[src/rtl/bitstream_writer.sv]
// Packs fixed/ue/se/rbsp-trailing/start-code syntax elements MSB-first into bytes; optional emulation prevention under `BITSTREAM_WRITER_EPB_EN.
// Latency: an element that completes a byte shows byte_valid one edge after it is accepted; one byte per cycle at most.
// Backpressure: wr_ready drops while 8+ bits are pending, outside S_ACC, or while the output byte is stalled by byte_ready.
module bitstream_writer #(
    parameter int ACC_W = 48,
    parameter int CNT_W = 32
) (
    input  logic             clk,
    input  logic             reset_n,
    input  logic             wr_valid,
    output logic             wr_ready,
    input  logic [2:0]       wr_mode,
    input  logic [15:0]      wr_value,
    input  logic [4:0]       wr_len,
    output logic [7:0]       byte_out,
    output logic             byte_valid,
    input  logic             byte_ready,
    output logic [CNT_W-1:0] bit_count,
    output logic             idle
);
    localparam int FW = $clog2(ACC_W + 1);

    localparam logic [2:0] M_FIXED = 3'd0;
    localparam logic [2:0] M_UE    = 3'd1;
    localparam logic [2:0] M_SE    = 3'd2;
    localparam logic [2:0] M_RBSP  = 3'd3;
    localparam logic [2:0] M_SC    = 3'd4;

`ifdef BITSTREAM_WRITER_EPB_EN
    typedef enum logic [1:0] {S_ACC, S_SC, S_EPB} state_t;
`else
    typedef enum logic [1:0] {S_ACC, S_SC} state_t;
`endif

    state_t           state;
    logic [ACC_W-1:0] acc;
    logic [FW-1:0]    fill;
    logic [1:0]       zero_run;
    logic [1:0]       sc_cnt;

    logic [16:0]      code_num;
    logic [16:0]      ue_k;
    logic [4:0]       ue_n;
    logic [4:0]       fix_len;
    logic [31:0]      cw;
    logic [FW-1:0]    cw_len;
    logic [FW-1:0]    cnt_inc;
    logic [FW-1:0]    sh;
    logic [ACC_W-1:0] placed;
    logic [ACC_W-1:0] acc_app;
    logic [FW-1:0]    fill_app;
    logic [7:0]       cand;
    logic             out_free;
    logic             accept;
    logic             drain;
    logic             epb_hit;

    // se(v) maps to codeNum first, then both share the Exp-Golomb path.
    always_comb begin
        code_num = {1'b0, wr_value};
        if (wr_mode == M_SE) begin
            if (!wr_value[15] && (wr_value != 16'd0)) begin
                code_num = {wr_value, 1'b0} - 17'd1;
            end else begin
                code_num = 17'd0 - {wr_value, 1'b0};
            end
        end
        ue_k = code_num + 17'd1;
        ue_n = '0;
        for (int i = 1; i < 17; i++) begin
            if (ue_k[i]) begin
                ue_n = 5'(i);
            end
        end
    end

    // Exp-Golomb codeword is just k right-aligned in 2n+1 bits: the n leading zeros come for free.
    always_comb begin
        fix_len = (wr_len > 5'd16) ? 5'd16 : wr_len;
        cw      = '0;
        cw_len  = '0;
        case (wr_mode)
            M_FIXED: begin
                cw_len = FW'(fix_len);
                cw     = {16'd0, wr_value} & ((32'd1 << fix_len) - 32'd1);
            end
            M_UE, M_SE: begin
                cw_len = FW'({ue_n, 1'b0}) + FW'(1);
                cw     = {15'd0, ue_k};
            end
            M_RBSP: begin
                cw_len = FW'(4'd8 - {1'b0, fill[2:0]});
                cw     = 32'd1 << (cw_len - FW'(1));
            end
            default: begin
                cw     = '0;
                cw_len = '0;
            end
        endcase
        cnt_inc = (wr_mode == M_SC) ? FW'(32) : cw_len;
    end

    assign out_free = !byte_valid || byte_ready;
    assign wr_ready = (state == S_ACC) && (fill < FW'(8)) &&
                      ((wr_mode != M_SC) || (fill == '0)) &&
                      !(byte_valid && !byte_ready);
    assign accept   = wr_valid && wr_ready;
    assign drain    = (state == S_ACC) && (fill >= FW'(8)) && out_free;
    assign cand     = acc[ACC_W-1 -: 8];

    assign sh       = FW'(ACC_W) - fill - cw_len;
    assign placed   = {{(ACC_W-32){1'b0}}, cw} << sh;
    assign acc_app  = accept ? (acc | placed) : acc;
    assign fill_app = accept ? (fill + cw_len) : fill;

`ifdef BITSTREAM_WRITER_EPB_EN
    assign epb_hit  = (zero_run == 2'd2) && (cand <= 8'h03);
`else
    assign epb_hit  = 1'b0;
`endif

    assign idle = (state == S_ACC) && (fill == '0) && !byte_valid;

    always_ff @(posedge clk or negedge reset_n) begin
        if (!reset_n) begin
            state      <= S_ACC;
            acc        <= '0;
            fill       <= '0;
            zero_run   <= '0;
            sc_cnt     <= '0;
            byte_out   <= '0;
            byte_valid <= 1'b0;
            bit_count  <= '0;
        end else begin
            if (byte_valid && byte_ready) begin
                byte_valid <= 1'b0;
            end
            case (state)
                S_ACC: begin
                    if (accept) begin
                        bit_count <= bit_count + CNT_W'(cnt_inc);
                    end
                    if (accept && (wr_mode == M_SC)) begin
                        state  <= S_SC;
                        sc_cnt <= '0;
                    end
                    if (drain && epb_hit) begin
                        // Hold cand in the accumulator; it goes out after the 03.
                        byte_out   <= 8'h03;
                        byte_valid <= 1'b1;
                        zero_run   <= '0;
                        acc        <= acc_app;
                        fill       <= fill_app;
`ifdef BITSTREAM_WRITER_EPB_EN
                        state      <= S_EPB;
`endif
                    end else if (drain) begin
                        byte_out   <= cand;
                        byte_valid <= 1'b1;
                        acc        <= acc_app << 8;
                        fill       <= fill_app - FW'(8);
                        if (cand != 8'h00) begin
                            zero_run <= '0;
                        end else if (zero_run != 2'd2) begin
                            zero_run <= zero_run + 2'd1;
                        end
                    end else begin
                        acc  <= acc_app;
                        fill <= fill_app;
                    end
                end
                S_SC: begin
                    if (out_free) begin
                        byte_out   <= (sc_cnt == 2'd3) ? 8'h01 : 8'h00;
                        byte_valid <= 1'b1;
                        sc_cnt     <= sc_cnt + 2'd1;
                        if (sc_cnt == 2'd3) begin
                            zero_run <= '0;
                            state    <= S_ACC;
                        end
                    end
                end
`ifdef BITSTREAM_WRITER_EPB_EN
                S_EPB: begin
                    if (byte_valid && byte_ready) begin
                        state <= S_ACC;
                    end
                end
`endif
                default: state <= S_ACC;
            endcase
        end
    end

endmodule

[config.mk]
export PLATFORM = sky130hd
export DESIGN_NAME = bitstream_writer
export DESIGN_NICKNAME = d
export VERILOG_FILES = /design/src/rtl/bitstream_writer.sv
export SDC_FILE = /design/constraint.sdc
export NUM_CORES = 1
export LEC_CHECK = 0
export BUFFER_PORTS_ARGS = -buffer_cell sky130_fd_sc_hd__buf_2
export CAP_MARGIN = 40
export CORE_ASPECT_RATIO = 0.7
export CORE_MARGIN = 5
export CORE_UTILIZATION = 58
export DETAILED_ROUTE_END_ITERATION = 7
export HOLD_SLACK_MARGIN = 0.03
export PLACE_DENSITY = 0.77
export REMOVE_ABC_BUFFERS = 1
export SKIP_CTS_REPAIR_TIMING = 1
export SYNTH_ARGS = -nofsm -noshare
export SYNTH_HDL_FRONTEND = slang
export SYNTH_SLANG_ARGS = --single-unit
[constraint.sdc]
create_clock -name clk -period 5.3 [get_ports clk]
set_input_delay 0.795 -clock clk [delete_from_list [all_inputs] [get_ports clk]]
set_output_delay 0.795 -clock clk [all_outputs]
set_load 0.005 [all_outputs]
# ---- Word-level counts from Yosys, hierarchy flattened
# Cells that the tools add are included.
dict set report totals {
  regBits 99
  inputBits 28
  out_inout_bits 43
  elab_cells 111
}
dict set report classes {
  add_sub_neg 13
  order_cmp 3
  n_eq_ne 11
  n_shift 3
  mux 41
  bitwise_logic 2
  reduce_logical 30
}
# operator count
set ops {}
lappend ops {{48-bit 2-to-1 mux} 2}
lappend ops {{32-bit one-hot mux with 3 select lines} 1}
lappend ops {{48-bit OR} 1}
lappend ops {{32-bit by 6-bit left shift with 48-bit output} 1}
lappend ops {{17-bit 2-to-1 mux} 2}
lappend ops {{32-bit by 6-bit adder with 32-bit output} 1}
lappend ops {{16-bit by 32-bit AND with 32-bit output} 1}
lappend ops {{1-bit by 5-bit left shift with 32-bit output, first input constant} 1}
lappend ops {{1-bit by 6-bit left shift with 32-bit output, first input constant} 1}
lappend ops {{32-bit by 1-bit subtractor with 32-bit output, second input constant} 1}
lappend ops {{4-bit 2-to-1 mux} 6}
lappend ops {{5-bit 2-to-1 mux} 4}
lappend ops {{6-bit 2-to-1 mux} 3}
lappend ops {{6-bit one-hot mux with 3 select lines} 1}
lappend ops {{17-bit by 1-bit adder with 17-bit output, second input constant} 1}
lappend ops {{1-bit by 17-bit subtractor with 17-bit output, first input constant} 1}
lappend ops {{17-bit by 1-bit subtractor with 17-bit output, second input constant} 1}
lappend ops {{8-bit 2-to-1 mux} 2}
lappend ops {{8-bit one-hot mux with 2 select lines} 1}
lappend ops {{16-bit nonzero test} 1}
lappend ops {{2-bit 2-to-1 mux} 7}
lappend ops {{1-bit logical AND} 12}
lappend ops {{3-bit 2-to-1 mux} 4}
lappend ops {{3-bit AND reduction} 3}
lappend ops {{other kinds (30)} 44}

# ---- Depth between registers and ports, before layout
dict set report depth {
  ltp_word 28
  ltp_mapped 33
  depth_no_buf 29
}

# ---- Least setup slack after synthesis
# No wires, ideal clock.
dict set report synth_path {
  kind {input -> register}
  start {in wr_value[0]}
  end {reg acc[23]}
  setup_time_ns 0.077
  arrival_ns 7.170
  required_time_ns 5.223
  path_slack_ns -1.947
  path_stages 30
  path_buffers 4
  path_cell_list {buf_2 inv_1 ha_1 nor3b_2 a41oi_2 buf_4 xnor2_1 o21ai_0 ha_1 inv_1 a221o_1 or3_1 xor2_1 a22oi_1 o21ai_0 o311a_1 nor4_1 nor3_1 ha_1 inv_1 ha_1 fa_1 clkbuf_1 inv_1 clkbuf_1 or4_1 o21ai_0 nand2_1 a311o_1 a21oi_1}
}
dict set report synth_via {
  elab_chain_len 28
  elab_cells_between_ends 32
  cone_classes {add/sub (5); shift (1); mux (22); bitwise (2); reduce/logical (2)}
}
# element line
set synth_rtl {}
lappend synth_rtl {{start: declaration} 13} ;# input logic [15:0] wr_value,
lappend synth_rtl {{branches (longest 24 deep; another with 1-bit by 17-bit subtractor with 17-bit output)} --}
lappend synth_rtl {{32-bit by 6-bit left shift with 48-bit output *} 112} ;# assign placed = {{(ACC_W-32){1'b0}}, cw} << sh;
lappend synth_rtl {{48-bit OR *} 113} ;# assign acc_app = accept ? (acc | placed) : acc;
lappend synth_rtl {{48-bit 2-to-1 mux *} 113}
lappend synth_rtl {{48-bit 2-to-1 mux *} 157} ;# end else if (drain) begin
lappend synth_rtl {{end signal: assignment} 152} ;# acc <= acc_app;
lappend synth_rtl {{end signal: assignment} 160} ;# acc <= acc_app << 8;
lappend synth_rtl {{end signal: assignment} 168} ;# acc <= acc_app;
lappend synth_rtl {{end: declaration} 36} ;# logic [ACC_W-1:0] acc;
# Mark *: on every way between the ends. The select of a mux whose other input is x is not followed.
# A chain may end at the register's enable or synchronous reset.

# ---- Worst setup path after layout
dict set report layout_path {
  start {in wr_mode[0]}
  end {reg acc[39]}
}
dict set report layout_via {
  elab_chain_len 26
  elab_cells_between_ends 36
  cone_classes {add/sub (3); eq/ne (4); shift (1); mux (21); bitwise (1); reduce/logical (6)}
}
# element line
set layout_rtl {}
lappend layout_rtl {{start: declaration} 12} ;# input logic [2:0] wr_mode,
lappend layout_rtl {{3-bit by 2-bit equality test with 1-bit output} {61, 82}}
lappend layout_rtl {{17-bit 2-to-1 mux} 61} ;# if (wr_mode == M_SE) begin
lappend layout_rtl {{17-bit by 1-bit adder with 17-bit output} 68} ;# ue_k = code_num + 17'd1;
lappend layout_rtl {{1-bit 2-to-1 mux} 71} ;# if (ue_k[i]) begin
lappend layout_rtl {{2-bit 2-to-1 mux (2 in a row)} 71}
lappend layout_rtl {{3-bit 2-to-1 mux (4 in a row)} 71}
lappend layout_rtl {{4-bit 2-to-1 mux (6 in a row)} 71}
lappend layout_rtl {{5-bit 2-to-1 mux (3 in a row)} 71}
lappend layout_rtl {{6-bit by 1-bit adder with 6-bit output} 88} ;# cw_len = FW'({ue_n, 1'b0}) + FW'(1);
lappend layout_rtl {{6-bit one-hot mux with 3 select lines} 82} ;# case (wr_mode)
lappend layout_rtl {{6-bit subtractor} 111} ;# assign sh = FW'(ACC_W) - fill - cw_len;
lappend layout_rtl {{32-bit by 6-bit left shift with 48-bit output} 112}
lappend layout_rtl {{48-bit OR} 113}
lappend layout_rtl {{48-bit 2-to-1 mux *} 113}
lappend layout_rtl {{48-bit 2-to-1 mux *} 157}
# Mark *: on every way between the ends. The rest lies on a longest branch, timed or not. The select of a mux whose other input is x is not followed.

==> results.txt <==
DRC Markers - 0
Distinct cells, synth - 98
Vias per cell - 6.87
Syn avg cell area - 8.15 µm²
Vias in the first global route - 10300
Worst min path class - input port to asynchronous set/reset pin
Maximum VDD drop - 613 µV
Core area - 16200 µm²
Pwr/cell area - 692 nW/µm²
Wire length on met1 - 15400 µm
Synth top area cells - dfrtp_1 26%, nand2_1 5.2%, nor2_1 4.7%, xnor2_1 4.6%, mux2i_1 4.0%
H-tree Lvls - 3
Clock Tree Root - clkbuf_16
Fin crit share - 121%
Setup violators final - 78
I/O pin cnt - 71
Worst-case clock buffer depth - 2
DIE AREA - 19100 µm²
WL per Instance - 23.2 µm
Initial antenna violation count - 1
Yosys warns - 0
Final hold slack - 0.205 ns
Final hold violation count - 0
Final setup margin - -1.14 ns
Commonest non-fill, non-tap cell in the layout - buf_4
Seq/Total Area, Yosys - 25.8%
Achievable Freq - 155 MHz
Top routing layer in use - met5
Initial Util - 58.8%
Skew final - 0.0142 ns
RSZ-0062 raised after global routing - true
Worst Tran Pin Value - 0.953 ns
Antenna-violating nets left - 0
Max FO, Critical Path - 7
Post-Place Setup Slack - -1.80 ns
Main flop type after synthesis - dfrtp_1
Port Buf Inserts - 70
GRT Residual Overflow - 0
Post-synth top area cell - dfrtp_1
Initial DRT Pass Iterations - 8
EDFF count, synth - 0
Metal2 WL - 17000 µm
Die height - 117 µm
CTS Sinks - 98
Top cell type's share of synthesized area - 25.8%
Layout area overhead - 45.3%
Setup crit end kind - flop
Die W - 163 µm
# nets final - 1549
Commonest non-fill, non-tap cells in the layout - 285 x buf_4, 125 x nand2_1, 105 x nor2_1, 98 x dfrtp_1, 67 x buf_2
Total Routed Length - 39900 µm
Max cap viols - 0
Min cycle time layout - 6.44 ns
Placed insts - 1676
CTS tree - done
Vias - 11800
Setup CP Type - input port to flop
Worst skew pair latency - 0.37 ns
Post-synthesis cell area - 9520 µm²
Relative slew slack - 36.5%
DR WL met3 - 6140 µm
GRT Resource Usage Total - 36.7%
Critical path arrival - 6.68 ns
Cells after synthesis - 1168
Leak - 6.15 nW
Final Max Tran Viols - 0
Starting DRC count in detailed routing - 2073
WP data required - 5.55 ns
First-pass GRT wire length - 55300 µm
Largest net degree at the start of global routing - 67
Non-filler cells, final - 1720
Failing checks - setup timing
Async set-reset flop share out of synthesis - 100%
GP Congestion - 1.06
Layout cells sized above 1 - 41.3%
Total CTS buffers - 9
DP HPWL - 27800 µm
Status - finished with violations
#FFs+latches synth - 98
Startpoint Class - input port
Num rows - 39
Worst-path clk slew - 0.08 ns
synth_stat cells (8+ instances only):
library cell	number
o31a_1	10
nor2b_1	9
o31ai_1	13
nand4_1	9
a21oi_1	57
o221ai_1	11
nor3_1	42
o21ai_0	51
a21o_1	17
o22ai_1	14
ha_1	29
buf_2	15
xor2_1	17
and3_1	26
nand2_1	133
mux4_2	11
xnor2_1	50
nor4_1	15
a211oi_1	18
clkbuf_1	56
nand3_1	41
a311oi_1	8
nand2b_1	9
nor2_1	118
inv_1	24
and2_1	12
o211ai_1	8
mux2_2	13
o21a_1	8
a31oi_1	23
dfrtp_1	98
mux2i_1	38
per-stage QoR:
stage	util, %	power [mW]	area, µm²	TNS, ns
global placement	74.4	6.90	12000	-97.91
global route	85.3	9.92	13800	-76.54
finish	85.3	9.57	13800	-61.57
floorplan	-	4.22	9190	-201.33
detailed placement	74.7	7.03	12100	-110.69
CTS	76.5	7.74	12400	-85.12
where the power goes:
part / internal [mW] / switching, mW / leakage, nW
combinational: 3.42 / 4.28 / 4.75
sequential: 0.977 / 0.218 / 1.26
clock: 0.332 / 0.337 / 0.146
path summary, 6_finish.rpt:
path / startpoint / end / slack, ns / cells past startpoint
worst max-delay path: wr_mode[0] / acc[39] / -1.14 / 25
worst min-delay path: reset_n / acc[34] / 0.21 / 1
worst max register to register: fill[0] / acc[39] / 0.66 / 19
worst min register to register: byte_out[6] / byte_out[6] / 0.50 / 2
max in group asynchronous: reset_n / bit_count[7] / 4.08 / 3
min in group clk: byte_out[6] / byte_out[6] / 0.50 / 2
critical path, stage by stage:
cell	delay (ns)
buf_2	0.14
or3b_2	0.62
or3_4	0.44
a221o_1	0.36
or3_4	0.40
xor2_2	0.16
a22oi_2	0.20
o21ai_2	0.12
o311a_1	0.40
nor4_4	0.35
nor3_2	0.10
ha_1	0.32
inv_2	0.05
ha_4	0.16
fa_2	0.40
a21o_1	0.20
a21oi_2	0.16
xnor2_2	0.17
xor2_1	0.19
buf_4	0.21
buf_6	0.14
nor2_4	0.04
a31oi_4	0.17
a211oi_2	0.09
a211o_1	0.29
area by class of cell:
type,count,area (µm²)
multi-input cells,963,7710
repair buffers,390,2970
flip-flops and latches,98,2450
fillers,912,2370
well taps,225,282
clock buffers,9,225
inverters,27,113
clock inverters,7,67.6
diodes,1,2.50
logic make-up (layout without fill, tap and decap cells):
group	after synthesis	in the layout	synth area share, %
other	0	1	0
adder cells (fa/ha/maj)	32	32	4.44
multiplexers	62	62	8.14
AND/OR/NAND/NOR	462	462	24.0
flip-flops	98	98	25.8
XOR/XNOR	73	73	7.59
AO/OA/AOI/OAI	334	334	25.5
buffers and inverters	107	433	4.55
sequential cells by signal, summed over array words and instances (netlist names):
name / cells
acc: 48
bit_count: 32
byte_out: 8
byte_valid: 1
fill: 6
sc_cnt: 2
state: 1
layer usage:
| layer | vias up | global-route usage [%] |
|---|---|---|
| li1 | 5041 | - |
| met3 | 187 | 12.0 |
| met5 | - | 2.27 |
| met4 | 4 | 9.05 |
| met1 | 5589 | 53.0 |
| met2 | 988 | 53.3 |
Note: power is estimated with default switching activity, not from simulation.
